File: config.mk
export PLATFORM = sky130hd
export DESIGN_NAME = sigmoid_bwd_serial
export DESIGN_NICKNAME = d
export VERILOG_FILES = /design/src/rtl/sigmoid_bwd_serial.sv
export SDC_FILE = /design/constraint.sdc
export NUM_CORES = 1
export LEC_CHECK = 0
export BUFFER_PORTS_ARGS = -buffer_cell sky130_fd_sc_hd__buf_2
export CORE_ASPECT_RATIO = 1.5
export CORE_MARGIN = 5
export CORE_UTILIZATION = 46
export CTS_BUF_LIST = sky130_fd_sc_hd__clkbuf_8
export CTS_CLUSTER_DIAMETER = 60
export CTS_CLUSTER_SIZE = 10
export DETAILED_ROUTE_END_ITERATION = 10
export PLACE_DENSITY_LB_ADDON = 0.1
export SETUP_SLACK_MARGIN = 0.1
export SYNTH_ARGS = -nofsm -noshare
export SYNTH_HDL_FRONTEND = slang
export SYNTH_SLANG_ARGS = --single-unit
File: constraint.sdc
create_clock -name clk -period 3.7 [get_ports clk]
set_input_delay 0.185 -clock clk [delete_from_list [all_inputs] [get_ports clk]]
set_output_delay 0.185 -clock clk [all_outputs]
set_load 0.01 [all_outputs]
File: src/rtl/sigmoid_bwd_serial.sv
// Sigmoid backward pass: out_grad = grad * y * (1 - y), using one serial
// shift-add multiplier that is run twice per operand pair.
module sigmoid_bwd_serial #(
   parameter int DATA_W = 16,
   parameter int FRAC_W = 9
) (
   input  logic              clk,
   input  logic              rst_n,
   input  logic              in_valid,
   output logic              in_ready,
   input  logic [DATA_W-1:0] in_y,
   input  logic [DATA_W-1:0] in_grad,
   output logic              out_valid,
   input  logic              out_ready,
   output logic [DATA_W-1:0] out_grad,
   output logic              out_clamp
);

   // state | meaning
   // IDLE  | waiting for an operand pair, in_ready=1
   // MUL1  | serial multiply d = (yc * (1 - yc)) >> FRAC_W
   // MUL2  | serial multiply |grad| * d, signed and scaled at the last step
   // DONE  | result presented until out_ready
   localparam logic [1:0] ST_IDLE = 2'd0;
   localparam logic [1:0] ST_MUL1 = 2'd1;
   localparam logic [1:0] ST_MUL2 = 2'd2;
   localparam logic [1:0] ST_DONE = 2'd3;

   localparam int                CNT_W    = $clog2(DATA_W);
   localparam int                PROD_W   = 2 * DATA_W;
   localparam logic [CNT_W-1:0]  CNT_LAST = CNT_W'(DATA_W - 1);
   localparam logic [DATA_W-1:0] ONE      = DATA_W'(1) << FRAC_W;

   logic [1:0]        state_q, state_d;
   logic [CNT_W-1:0]  cnt_q, cnt_d;
   logic [PROD_W-1:0] mcand_q, mcand_d;
   logic [DATA_W-1:0] mplier_q, mplier_d;
   logic [PROD_W-1:0] acc_q, acc_d;
   logic [DATA_W-1:0] gabs_q, gabs_d;
   logic              grad_neg_q, grad_neg_d;
   logic              clamp_q, clamp_d;
   logic [DATA_W-1:0] out_grad_q, out_grad_d;
   logic              out_clamp_q, out_clamp_d;

   logic [DATA_W-1:0]        yc;
   logic                     y_clip;
   logic [PROD_W-1:0]        acc_sum;
   logic signed [PROD_W-1:0] prod_s;

   always_comb begin
      yc     = in_y;
      y_clip = 1'b0;
      if (in_y[DATA_W-1]) begin
         yc     = '0;
         y_clip = 1'b1;
      end else if (in_y > ONE) begin
         yc     = ONE;
         y_clip = 1'b1;
      end

      acc_sum = acc_q + (mplier_q[0] ? mcand_q : '0);
      prod_s  = grad_neg_q ? -$signed(acc_sum) : $signed(acc_sum);

      state_d     = state_q;
      cnt_d       = cnt_q;
      mcand_d     = mcand_q;
      mplier_d    = mplier_q;
      acc_d       = acc_q;
      gabs_d      = gabs_q;
      grad_neg_d  = grad_neg_q;
      clamp_d     = clamp_q;
      out_grad_d  = out_grad_q;
      out_clamp_d = out_clamp_q;

      case (state_q)
         ST_IDLE: begin
            if (in_valid) begin
               state_d    = ST_MUL1;
               cnt_d      = '0;
               mcand_d    = {{DATA_W{1'b0}}, yc};
               mplier_d   = ONE - yc;
               acc_d      = '0;
               grad_neg_d = in_grad[DATA_W-1];
               gabs_d     = in_grad[DATA_W-1] ? -in_grad : in_grad;
               clamp_d    = y_clip;
            end
         end
         ST_MUL1: begin
            acc_d    = acc_sum;
            mcand_d  = mcand_q << 1;
            mplier_d = mplier_q >> 1;
            cnt_d    = cnt_q + 1'b1;
            // last partial product: reload the engine for |grad| * d
            if (cnt_q == CNT_LAST) begin
               state_d  = ST_MUL2;
               cnt_d    = '0;
               mcand_d  = {{DATA_W{1'b0}}, gabs_q};
               mplier_d = DATA_W'(acc_sum >> FRAC_W);
               acc_d    = '0;
            end
         end
         ST_MUL2: begin
            acc_d    = acc_sum;
            mcand_d  = mcand_q << 1;
            mplier_d = mplier_q >> 1;
            cnt_d    = cnt_q + 1'b1;
            if (cnt_q == CNT_LAST) begin
               state_d     = ST_DONE;
               cnt_d       = '0;
               out_grad_d  = DATA_W'(prod_s >>> FRAC_W);
               out_clamp_d = clamp_q;
            end
         end
         ST_DONE: begin
            if (out_ready) begin
               state_d = ST_IDLE;
            end
         end
         default: state_d = ST_IDLE;
      endcase
   end

   always_ff @(posedge clk or negedge rst_n) begin
      if (!rst_n) begin
         state_q     <= ST_IDLE;
         cnt_q       <= '0;
         mcand_q     <= '0;
         mplier_q    <= '0;
         acc_q       <= '0;
         gabs_q      <= '0;
         grad_neg_q  <= 1'b0;
         clamp_q     <= 1'b0;
         out_grad_q  <= '0;
         out_clamp_q <= 1'b0;
      end else begin
         state_q     <= state_d;
         cnt_q       <= cnt_d;
         mcand_q     <= mcand_d;
         mplier_q    <= mplier_d;
         acc_q       <= acc_d;
         gabs_q      <= gabs_d;
         grad_neg_q  <= grad_neg_d;
         clamp_q     <= clamp_d;
         out_grad_q  <= out_grad_d;
         out_clamp_q <= out_clamp_d;
      end
   end

   assign in_ready  = (state_q == ST_IDLE);
   assign out_valid = (state_q == ST_DONE);
   assign out_grad  = out_grad_q;
   assign out_clamp = out_clamp_q;

endmodule

Word level (Yosys, flattened, before mapping). Index checks and enable logic that the tools add are counted.

Add/subtract/negate cells: 5. Order comparisons: 1. Equal/unequal tests: 8. Multiplexer cells: 24. Reductions and logical operators: 9.

Operators with widths (number): $pmux W32 S3 (2); $mux W32 (5); $mux W16 (4); $pmux W16 S3 (1); $add A32 B32 Y32 (1); $mux W25 (1); $neg A25 Y25 (1); $gt A16 B10 Y1 const B (1); $neg A16 Y16 (1); $sub A10 B16 Y16 const A (1); $mux W15 (1); $mux W2 (4); $mux W4 (2); $pmux W2 S4 (1); $pmux W4 S2 (1); $reduce_and A2 Y1 (4); $ne A2 B2 Y1 const B (3); $add A4 B1 Y4 const B (1); $eq A2 B2 Y1 const B (2); $eq A4 B4 Y1 const B (1); $reduce_and A4 Y1 (1); $reduce_bool A3 Y1 (1); $eq A2 B1 Y1 const B (1); $logic_not A2 Y1 (1); other kinds (4) (5).

Flip-flop bits (word level): 121. Output and inout bits: 19. Logic and storage cells: 57.

Depth between registers and ports, before layout. Gate-level depths: netlist of run 1.

Word-level depth: 6. Gate-level depth with buffers: 14. Depth with buffers taken out: 12.

Least setup slack after synthesis of run 1. OpenSTA, ideal clock, no wires.

Path kind: register to register. Start: register mplier_q[0]. End: register out_grad_q[15], in the netlist out_grad[15]. Arrival: 3559 ps. Required time: 3569 ps. Path slack: 10 ps. Cell stages (with the launch flop): 14. Path through: dfrtp_1 clkbuf_1 and2_1 ha_1 fa_1 a211oi_2 o21ai_1 a31o_1 a211o_1 xor2_1 or3_2 nor4_1 a2111o_1 o211ai_1.

Cells in the longest elaborated chain, start to end: 4.

RTL lines: from (decl) (line 37) `logic [DATA_W-1:0] mplier_q, mplier_d;`; from (signal assigned) (line 139) `mplier_q <= mplier_d;`; $mux W32 (*) (line 61) `acc_sum = acc_q + (mplier_q[0] ? mcand_q : '0);`; $add A32 B32 Y32 (*) (line 61); $neg A25 Y25 (line 62) `prod_s = grad_neg_q ? -$signed(acc_sum) : $signed(acc_sum);`; $mux W25 (*) (line 62); to (signal assigned) (line 144) `out_grad_q <= out_grad_d;`; to (decl) (line 42) `logic [DATA_W-1:0] out_grad_q, out_grad_d;`.

Every way passes the cells marked *; elsewhere a longest branch is shown, timed or not. A chain may end at the register's enable or synchronous reset.

Worst setup path after layout of run 1.
Start: register mplier_q[0]. End: register out_grad_q[9], in the netlist out_grad[9].

The elaborated chain is that of the path after synthesis.

==> results.py, run 1 <==
metrics = {
    "route": {
        "drtIter0Drc": 404,
        "avgRoutedWirePerCell_um": 19.27,
        "route.detailed.drc": 0,
        "finalWirelength_um": 21580,
        "num_vias": 6543,
        "vias_per_cell": 5.842,
        "drtAntennaViolNets": 0,
        "first_pass_iters": 5,
    },
    "worst_setup_path": {
        "startpoint_type": "flop",
        "reg2reg_to": "out_grad[9]",
        "r2r-start": "mplier_q[0]",
        "crit_path_max_fanout": 9,
        "worst_r2r_path_depth": 15,
        "rrSetupSlack_ps": 80,
        "crit_arrival_ps": 3920,
        "crit_type": "reg -> reg",
        "required_ps": 4000,
        "setup.worst_path.end_class": "flop",
        "cp-startpoint": "mplier_q[0]",
    },
    "hold_path": {
        "hold_depth": 3,
        "worstHoldStart": "in_grad[14]",
        "worstHoldEndpoint": "gabs_q[14]",
        "hp-class": "in -> reg",
    },
    "floorplan": {
        "die_h_um": 163.5,
        "num_rows": 56,
        "core_area_um2": 15550,
        "die_area_um2": 18370,
        "die_w_um": 112.3,
        "ioPinCount": 55,
        "start_util_pct": 46.45,
    },
    "sta": {
        "max_freq_ghz": 0.2762,
        "worst_pin_slew_ps": 970.9,
        "finalSetupViolCount": 0,
        "rsz0062_at_grt": "true",
        "tns_ps": 0,
        "worst_slack_ps": 79.04,
        "final_max_slew_viol_count": 0,
        "finalHoldViolations": 0,
        "period_needed_ps": 3621,
        "skew_ps": 12.09,
        "relSlewSlack_pct": 35.12,
        "timing.final.crit_share_pct": 97.86,
    },
    "synthesis": {
        "postSynthAreaPerCell_um2": 8.727,
        "yosysUniqueCellTypes": 72,
        "netlist_instances": 828,
        "ys_warn_count": 0,
        "synth_area_um2": 7226,
        "synth.largest_area_cell": "dfrtp_1",
        "synth-edff-count": 0,
        "syn_nets": 897,
        "ys_top_cells_by_area": "dfrtp_1 37%, nand2_1 6.7%, o21ai_0 6.3%, ha_1 5.5%, a22o_1 3.3%",
        "synth_seq_area_share_pct": 37.06,
        "synthArstFlopShare_pct": 100.0,
        "ys_ff_latch": 107,
        "synthFlopType": "dfrtp_1",
        "synth_top_area_share_pct": 37.06,
    },
    "pwr": {
        "p_sw_w": 0.002231,
        "power_frac_clock_pct": 16.5,
        "vdd_ir_drop_max_v": 0.0004430,
        "combinationalPowerShare_pct": 50.6,
        "p_per_area_nw_per_um2": 589.0,
        "netSwitchingFraction_pct": 44.08,
        "cellInternalPower_w": 0.002830,
        "pwr-share-seq_pct": 32.9,
        "p_leak_nw": 3.920,
    },
    "clocking": {
        "cts.path.max_buffers": 2,
        "htree_levels": 3,
        "clock_latency_ps": 400,
        "cts.clk_slew.worst_paths_ps": 110,
        "cts_sinks": 107,
        "root_buffer": "clkbuf_8",
        "cts_tree": "built",
        "numCtsBuffers": 9,
    },
    "finish": {
        "diodes": 0,
        "synthToLayoutAreaGrowth_pct": 18.93,
        "layout_commonest_cell": "nand2_1",
        "nets": 981,
        "final_cell_mix": "129 x nand2_1, 107 x dfrtp_1, 85 x o21ai_0",
        "layout-drive-gt1-share_pct": 21.70,
        "nFillCells": 1465,
    },
    "placed_design": {
        "hpwl_um": 16080,
        "io_buffers": 54,
        "place_ws_ps": -48.68,
        "gp_congestion": 0.9105,
    },
    "grt": {
        "grt_pass1_vias": 6558,
        "globalRouteOverflowTotal": 0,
        "antenna_found_initial": 0,
        "grt_start_max_net_pins": 67,
        "grt_pass1_wl_um": 34310,
        "grt_usage_pct": 23.64,
    },
    "flow_run": {
        "max-cap-violations": 0,
    },
    "outcome": {
        "status": "complete, no violations",
    },
}
-- cell type report --
type / instances / area, um^2 / area share, %
multi-input cells: 657 / 4563 / 53.10
flip-flops and latches: 107 / 2678 / 31.16
repair buffers: 120 / 807.0 / 9.391
well taps: 203 / 254.0 / 2.956
clock buffers: 9 / 123.9 / 1.441
clock inverters: 7 / 103.9 / 1.209
inverters: 17 / 63.81 / 0.7426
-- worst max path at each step --
stage | to | slack, ps | cells after the start
floorplan | out_grad[14] | 100 | 13
global placement | out_grad[13] | 50 | 12
detailed placement | out_grad[14] | -50 | 12
CTS | out_grad[14] | 100 | 15
global route | out_grad[9] | -70 | 15
finish | out_grad[9] | 80 | 15
-- flip-flops by register name, summed over array words and instances, names as in the netlist --
name,count
acc_q,25
mcand_q,25
gabs_q,16
mplier_q,16
out_grad,16
cnt_q,4
state_q,2
clamp_q,1
grad_neg_q,1
out_clamp,1
-- through the flow --
step | cell area, um^2 | instances | hold slack, ps | power, W | util, %
after detailed placement | 7900 | 1085 | 355.1 | 0.004013 | 50.79
after floorplan | 7236 | 828 | -110.6 | 0.003256 | -
final | 8593 | 1120 | 88.81 | 0.005062 | 55.24
after CTS | 8330 | 1114 | 67.15 | 0.004979 | 53.56
after global routing | 8593 | 1120 | 97.84 | 0.005412 | 55.24
after global placement | 7900 | 1085 | 339.1 | 0.003969 | 50.79
-- power by group through the flow --
| stage | clock network [W] | logic (W) | registers [W] |
|---|---|---|---|
| after floorplan | 0 | 0.00167 | 0.00159 |
| after global placement | 0 | 0.00229 | 0.00167 |
| after detailed placement | 0 | 0.00233 | 0.00169 |
| after CTS | 0.000862 | 0.00246 | 0.00166 |
| after global routing | 0.000905 | 0.00281 | 0.00170 |
| final | 0.000836 | 0.00256 | 0.00167 |
-- layer usage --
layer / up-vias / global-route usage (%) / routed length [um]
met2: 183 / 44.44 / 11770
met4: 0 / 11.10 / 952
met3: 43 / 3.447 / 834
met1: 3137 / 25.81 / 8018
met5: - / 0 / 0
li1: 3180 / - / -
-- worst max-delay path: stages, from the launching register on --
cell and delay, ps:
dfrtp_1 420, buf_6 140, buf_4 150, and2_4 140
ha_4 230, a21o_1 190, or3_2 430, mux2i_2 200
o2111ai_2 130, buf_4 180, nor4_4 370, nand4b_4 260
buf_6 200, o21ai_2 120, xnor2_1 90, mux2_4 260
-- cell usage after synthesis (3+ instances only) --
cell       instances
nand3_1           15
o21a_1             4
a2111oi_0          4
a21o_1            12
a21oi_1           37
o31ai_1           14
nand2b_1           9
and4_1             3
buf_1              4
o21ai_1            5
nor3b_1            3
nand4_1            5
xnor2_1           26
or2_2              6
a22oi_1            8
o21ai_0           91
clkbuf_1          36
a31oi_1            8
a22o_1            27
nor2_1            36
a32o_1             3
xor2_1            25
inv_1             15
ha_1              32
or3_2              3
and2_1            30
nor2b_1            3
clkbuf_8           4
a211oi_1           6
and3_1             8
or3_1              4
a221oi_1          17
nand2_1          129
nor4_1             6
dfrtp_1          107
mux2i_1            4
o211ai_1           9
mux2_2             6
nor3_1            23
-- kinds of logic (layout without fill, tap and decap cells) --
kind of cell / after synthesis / in the layout / share of synthesized area [%]
and+or+nand+nor: 291 / 291 / 19.71
AOI/OAI and AO/OA: 272 / 272 / 25.68
muxes: 10 / 10 / 1.489
buffers and inverters: 64 / 153 / 4.069
adders and majority gates: 33 / 33 / 5.818
xor gates and xnor gates: 51 / 51 / 6.182
DFF: 107 / 107 / 37.06
-- what timing repair did --
| item | in CTS | in global routing |
|---|---|---|
| buffers inserted | 12 | 6 |
| hold endpoints to repair | 65 | 0 |
| pin swaps | 16 | 24 |
| hold buffers | 1 | 0 |
| resized for setup | 18 | 38 |
| setup endpoints to repair | 10 | 17 |
Note: power is estimated with default switching activity, not from simulation.
==> run 2, diff against run 1 <==
Settings changed: CORE_UTILIZATION 46 to 40.
==> run 2 against run 1 <==
  * Combinational power shrank 3%
  * Clock power shrank 12%
  * Maximum frequency hardly changed
  * Sequential cell count did not move
  * Sequential share of layout area up 0.60 points
  * Critical path type unchanged
  * Final area decreased by 1.8%
  * Setup slack better by 1.8 ps
  * Sequential power is essentially flat
  * Largest power group unchanged
==> results.py, run 2 (synthesized netlist as in run 1, its figures left out) <==
metrics = {
    "placed_design": {
        "hpwl_um": 16730,
        "gp_congestion": 0.9011,
        "place_inst": 1101,
        "io_buffers": 54,
        "place_ws_ps": -50.66,
    },
    "sta": {
        "skew_ps": 10.42,
        "final_max_slew_viol_count": 0,
        "finalHoldViolations": 0,
        "timing.final.crit_share_pct": 97.81,
        "relSlewSlack_pct": 34.36,
        "period_needed_ps": 3619,
        "worst_pin_slew_ps": 982.3,
        "hold_ws_ps": 96.78,
        "worst_slack_ps": 80.85,
        "max_freq_ghz": 0.2763,
        "finalSetupViolCount": 0,
        "rsz0062_at_grt": "true",
    },
    "floorplan": {
        "start_util_pct": 40.44,
        "ioPinCount": 55,
        "die_area_um2": 20910,
        "core_area_um2": 17870,
        "num_rows": 60,
        "die_w_um": 119.7,
        "die_h_um": 174.6,
    },
    "finish": {
        "nFillCells": 1764,
        "multiInputGateArea_um2": 4494,
        "synthToLayoutAreaGrowth_pct": 16.74,
        "layout-drive-gt1-share_pct": 20.44,
        "diodes": 0,
        "layout_commonest_cell": "nand2_1",
        "nets": 974,
        "top_regs": "acc_q: 25 flops, mcand_q: 25 flops",
        "final_cell_mix": "129 x nand2_1, 106 x dfrtp_1, 87 x o21ai_0",
        "instances_no_fill": 1127,
        "regArea_um2": 2679,
        "final_util_pct": 47.21,
    },
    "grt": {
        "grt_start_max_net_pins": 70,
        "grt_usage_pct": 21.36,
        "grt_pass1_wl_um": 35600,
        "antenna_found_initial": 0,
        "globalRouteOverflowTotal": 0,
        "grt_pass1_vias": 6713,
    },
    "route": {
        "finalWirelength_um": 22170,
        "vias_per_cell": 5.855,
        "drtIter0Drc": 380,
        "drtAntennaViolNets": 0,
        "num_vias": 6599,
        "avgRoutedWirePerCell_um": 19.67,
        "first_pass_iters": 8,
        "route.detailed.drc": 0,
    },
    "worst_setup_path": {
        "required_ps": 3980,
        "crit_type": "reg -> reg",
        "setup.worst_path.end_class": "flop",
        "startpoint_type": "flop",
        "worst_r2r_path_depth": 13,
        "rrSetupSlack_ps": 80,
        "crit_path_max_fanout": 6,
        "crit_arrival_ps": 3900,
    },
    "pwr": {
        "p_per_area_nw_per_um2": 580.6,
        "p_leak_nw": 3.910,
        "p_total_w": 0.004898,
        "vdd_ir_drop_max_v": 0.0005974,
    },
    "clocking": {
        "clock_latency_ps": 390,
        "cts_tree": "built",
        "numCtsBuffers": 9,
        "root_buffer": "clkbuf_8",
        "cts.path.max_buffers": 2,
        "cts.clk_slew.worst_paths_ps": 100,
        "cts_sinks": 107,
        "htree_levels": 3,
    },
    "hold_path": {
        "hp-class": "in -> reg",
        "hold_depth": 3,
    },
    "flow_run": {
        "max-cap-violations": 0,
    },
    "outcome": {
        "status": "complete, no violations",
    },
}
run 2: worst paths after layout:
check | from | endpoint
max in group asynchronous | rst_n | acc_q[19]
worst min register to register | out_grad[7] | out_grad[7]
worst max-delay path | mplier_q[0] | out_grad[14]
worst max register to register | mplier_q[0] | out_grad[14]
worst min-delay path | in_grad[0] | gabs_q[0]
min in group asynchronous | rst_n | acc_q[5]
run 2: per-stage QoR:
step / area (um^2) / setup TNS (ps)
after CTS: 8263 / 0
final: 8436 / 0
after detailed placement: 7920 / -53.90
after floorplan: 7236 / 0
after global routing: 8436 / -139.3
after global placement: 7920 / 0
run 2: power breakdown:
group,switching (W),leakage [nW],total (W),internal [W]
combinational,0.00154,2.37,0.00249,0.000957
sequential,0.000240,1.43,0.00167,0.00143
clock,0.000427,0.103,0.000733,0.000306
total,0.00220,3.91,0.00490,0.00269
run 2: worst max-delay path, stage by stage, from the launching register on:
cell and delay [ps]:
dfrtp_2 460, and2_4 160, ha_4 160, fa_2 380, a211oi_4 350, o21a_1 250
xnor2_2 80, or4_4 530, nor4_4 150, buf_4 190, nand4b_4 210, o41ai_4 350
xnor2_1 160, o21ai_1 80
run 2: routing by layer:
| layer | track usage (%) | share of wire, % |
|---|---|---|
| met4 | 10.22 | 4.1 |
| met2 | 38.33 | 52 |
| met3 | 2.850 | 3.8 |
| met5 | 0 | 0 |
| met1 | 24.93 | 40 |
run 2: what timing repair did:
item / 4_1_cts / 5_1_grt
gates resized for setup: 14 / 27
hold buffers: 1 / 0
endpoints found under the setup margin: 11 / 16
buffers inserted: 4 / 4
endpoints found under the hold margin: 67 / 0
pin swaps: 11 / 13
cloned: 1 / 0
run 2: area by class of cell:
type / instances / area share (%)
clock buffer: 12 / 1.958
inverter: 17 / 0.7565
clock inverter: 4 / 0.3708
tap: 217 / 3.219
sequential: 107 / 31.76
multi-input combinational: 658 / 53.28
timing repair buffer: 112 / 8.662
==> run 3, diff against run 2 <==
Settings changed: CTS_BUF_LIST sky130_fd_sc_hd__clkbuf_8 to sky130_fd_sc_hd__clkbuf_16.
==> run 3 against run 2 <==
  * The flow now finishes with violations (negative hold slack)
  * Hold slack worse by 120 ps
  * Clock-buffer cell count down 3
  * Setup slack worse by 20 ps
  * Sequential cell count unchanged
  * Power up 5.7%
  * Combinational power up 4%
  * Clock skew down 3.0 ps
  * Register-to-register slack worse by 20 ps
  * Final area up 1.3%
  * Critical path type unchanged
  * Highest routed layer unchanged
==> results.py, run 3 (synthesized netlist as in run 1, its figures left out) <==
metrics = {
    "outcome": {
        "status": "finished with violations",
        "violations": "negative hold slack",
    },
    "route": {
        "routed.top_layer": "met4",
        "finalWirelength_um": 22240,
        "num_vias": 6610,
        "vias_per_cell": 5.829,
        "met1Wirelength_um": 8904,
        "drtAntennaViolNets": 0,
        "route.detailed.drc": 0,
        "wl_met2_um": 11560,
        "first_pass_iters": 7,
        "dr_wl_met3_um": 798,
        "avgRoutedWirePerCell_um": 19.61,
        "drtIter0Drc": 315,
    },
    "worst_setup_path": {
        "setup.worst_path.end_class": "flop",
        "crit_type": "reg -> reg",
        "startpoint_type": "flop",
        "r2r-start": "mplier_q[0]",
        "cp-startpoint": "mplier_q[0]",
        "crit_arrival_ps": 3890,
        "required_ps": 3950,
        "crit_path_max_fanout": 6,
    },
    "finish": {
        "diodes": 0,
        "regArea_um2": 2679,
        "final_cell_mix": "129 x nand2_1, 106 x dfrtp_1, 88 x o21ai_0",
        "nFillCells": 1741,
        "top_regs": "acc_q: 25 flops, mcand_q: 25 flops",
        "layout_commonest_cell": "nand2_1",
        "multiInputGateArea_um2": 4469,
        "nets": 981,
        "final_area_um2": 8543,
        "synthToLayoutAreaGrowth_pct": 18.23,
        "layout-drive-gt1-share_pct": 20.83,
    },
    "placed_design": {
        "place_ws_ps": -50.66,
        "placed_cell_area_um2": 7920,
        "gp_congestion": 0.9011,
        "io_buffers": 54,
        "hpwl_um": 16730,
    },
    "floorplan": {
        "start_util_pct": 40.44,
        "core_area_um2": 17870,
        "die_h_um": 174.6,
        "die_w_um": 119.7,
        "ioPinCount": 55,
        "die_area_um2": 20910,
        "num_rows": 60,
    },
    "clocking": {
        "cts_tree": "built",
        "cts_hold_buffers": 0,
        "numCtsBuffers": 9,
        "cts.clk_slew.worst_paths_ps": 80,
        "cts_sinks": 107,
        "root_buffer": "clkbuf_16",
        "clock_latency_ps": 350,
        "cts.path.max_buffers": 2,
        "htree_levels": 3,
    },
    "pwr": {
        "p_leak_nw": 3.923,
        "p_total_w": 0.005179,
        "vdd_ir_drop_max_v": 0.0005960,
        "p_per_area_nw_per_um2": 606.2,
    },
    "sta": {
        "period_needed_ps": 3639,
        "worst_pin_slew_ps": 996.2,
        "final_max_slew_viol_count": 0,
        "max_freq_ghz": 0.2748,
        "hold_ws_ps": -20.10,
        "finalSetupViolCount": 0,
        "skew_ps": 7.387,
        "relSlewSlack_pct": 33.43,
        "rsz0062_at_grt": "true",
        "worst_slack_ps": 60.88,
        "timing.final.crit_share_pct": 98.35,
        "finalHoldViolations": 14,
    },
    "flow_run": {
        "max-cap-violations": 0,
    },
    "grt": {
        "antenna_found_initial": 0,
        "grt_pass1_wl_um": 35820,
        "grt_start_max_net_pins": 70,
        "globalRouteOverflowTotal": 0,
        "grt_usage_pct": 21.50,
        "grt_pass1_vias": 6727,
    },
    "hold_path": {
        "hp-class": "in -> async",
    },
}
run 3: area by class of cell:
| type | count | share of cell area (%) |
|---|---|---|
| Clock inverter | 7 | 0.4979 |
| Sequential cell | 107 | 31.36 |
| Inverter | 17 | 0.7469 |
| Tap cell | 217 | 3.178 |
| Multi-Input combinational cell | 657 | 52.31 |
| Clock buffer | 9 | 2.636 |
| Timing Repair Buffer | 120 | 9.271 |
run 3: critical path, cell delays in order, from the launching register on:
cell,delay [ps]
dfrtp_2,440
and2_4,160
ha_4,150
fa_2,360
a211oi_4,290
o21a_1,240
xnor2_2,100
or4_4,560
nor4_4,220
buf_4,180
nand4b_4,130
buf_12,170
o41ai_2,300
xnor2_1,160
o21ai_1,70
run 3: path summary, 6_finish.rpt:
check / endpoint / slack (ps) / cells after the start
min: acc_q[5] / -20 / 1
max in group asynchronous: acc_q[19] / 2850 / 2
min reg2reg: out_grad[7] / 480 / 2
max reg2reg: out_grad[12] / 60 / 14
min in group clk: gabs_q[0] / 140 / 3
max: out_grad[12] / 60 / 14
run 3: metal layers:
layer / vias up / global-route usage, %
li1: 3180 / -
met1: 3182 / 25.10
met3: 55 / 2.947
met2: 193 / 38.68
met5: - / 0
met4: 0 / 9.938
run 3: timing repair:
| item | 4_1_cts | 5_1_grt |
|---|---|---|
| pin swaps | 13 | 22 |
| resized for setup | 20 | 21 |
| setup endpoints to repair | 11 | 18 |
| setup buffers | 10 | 7 |
run 3: where the power goes:
part / total [W] / switching (W) / internal (W)
combinational: 0.00260 / 0.00155 / 0.00105
sequential: 0.00167 / 0.000238 / 0.00143
clock: 0.000909 / 0.000453 / 0.000456
total: 0.00518 / 0.00224 / 0.00294
run 3: through the flow:
step / TNS, ps / instances / util (%) / hold slack [ps]
detailed placement: -53.90 / 1101 / 44.33 / 402.5
floorplan: 0 / 828 / - / -110.6
finish: 0 / 1134 / 47.82 / -20.10
global placement: 0 / 1101 / 44.33 / 389.0
global route: -278.7 / 1134 / 47.82 / 54.98
CTS: 0 / 1127 / 46.79 / 23.86
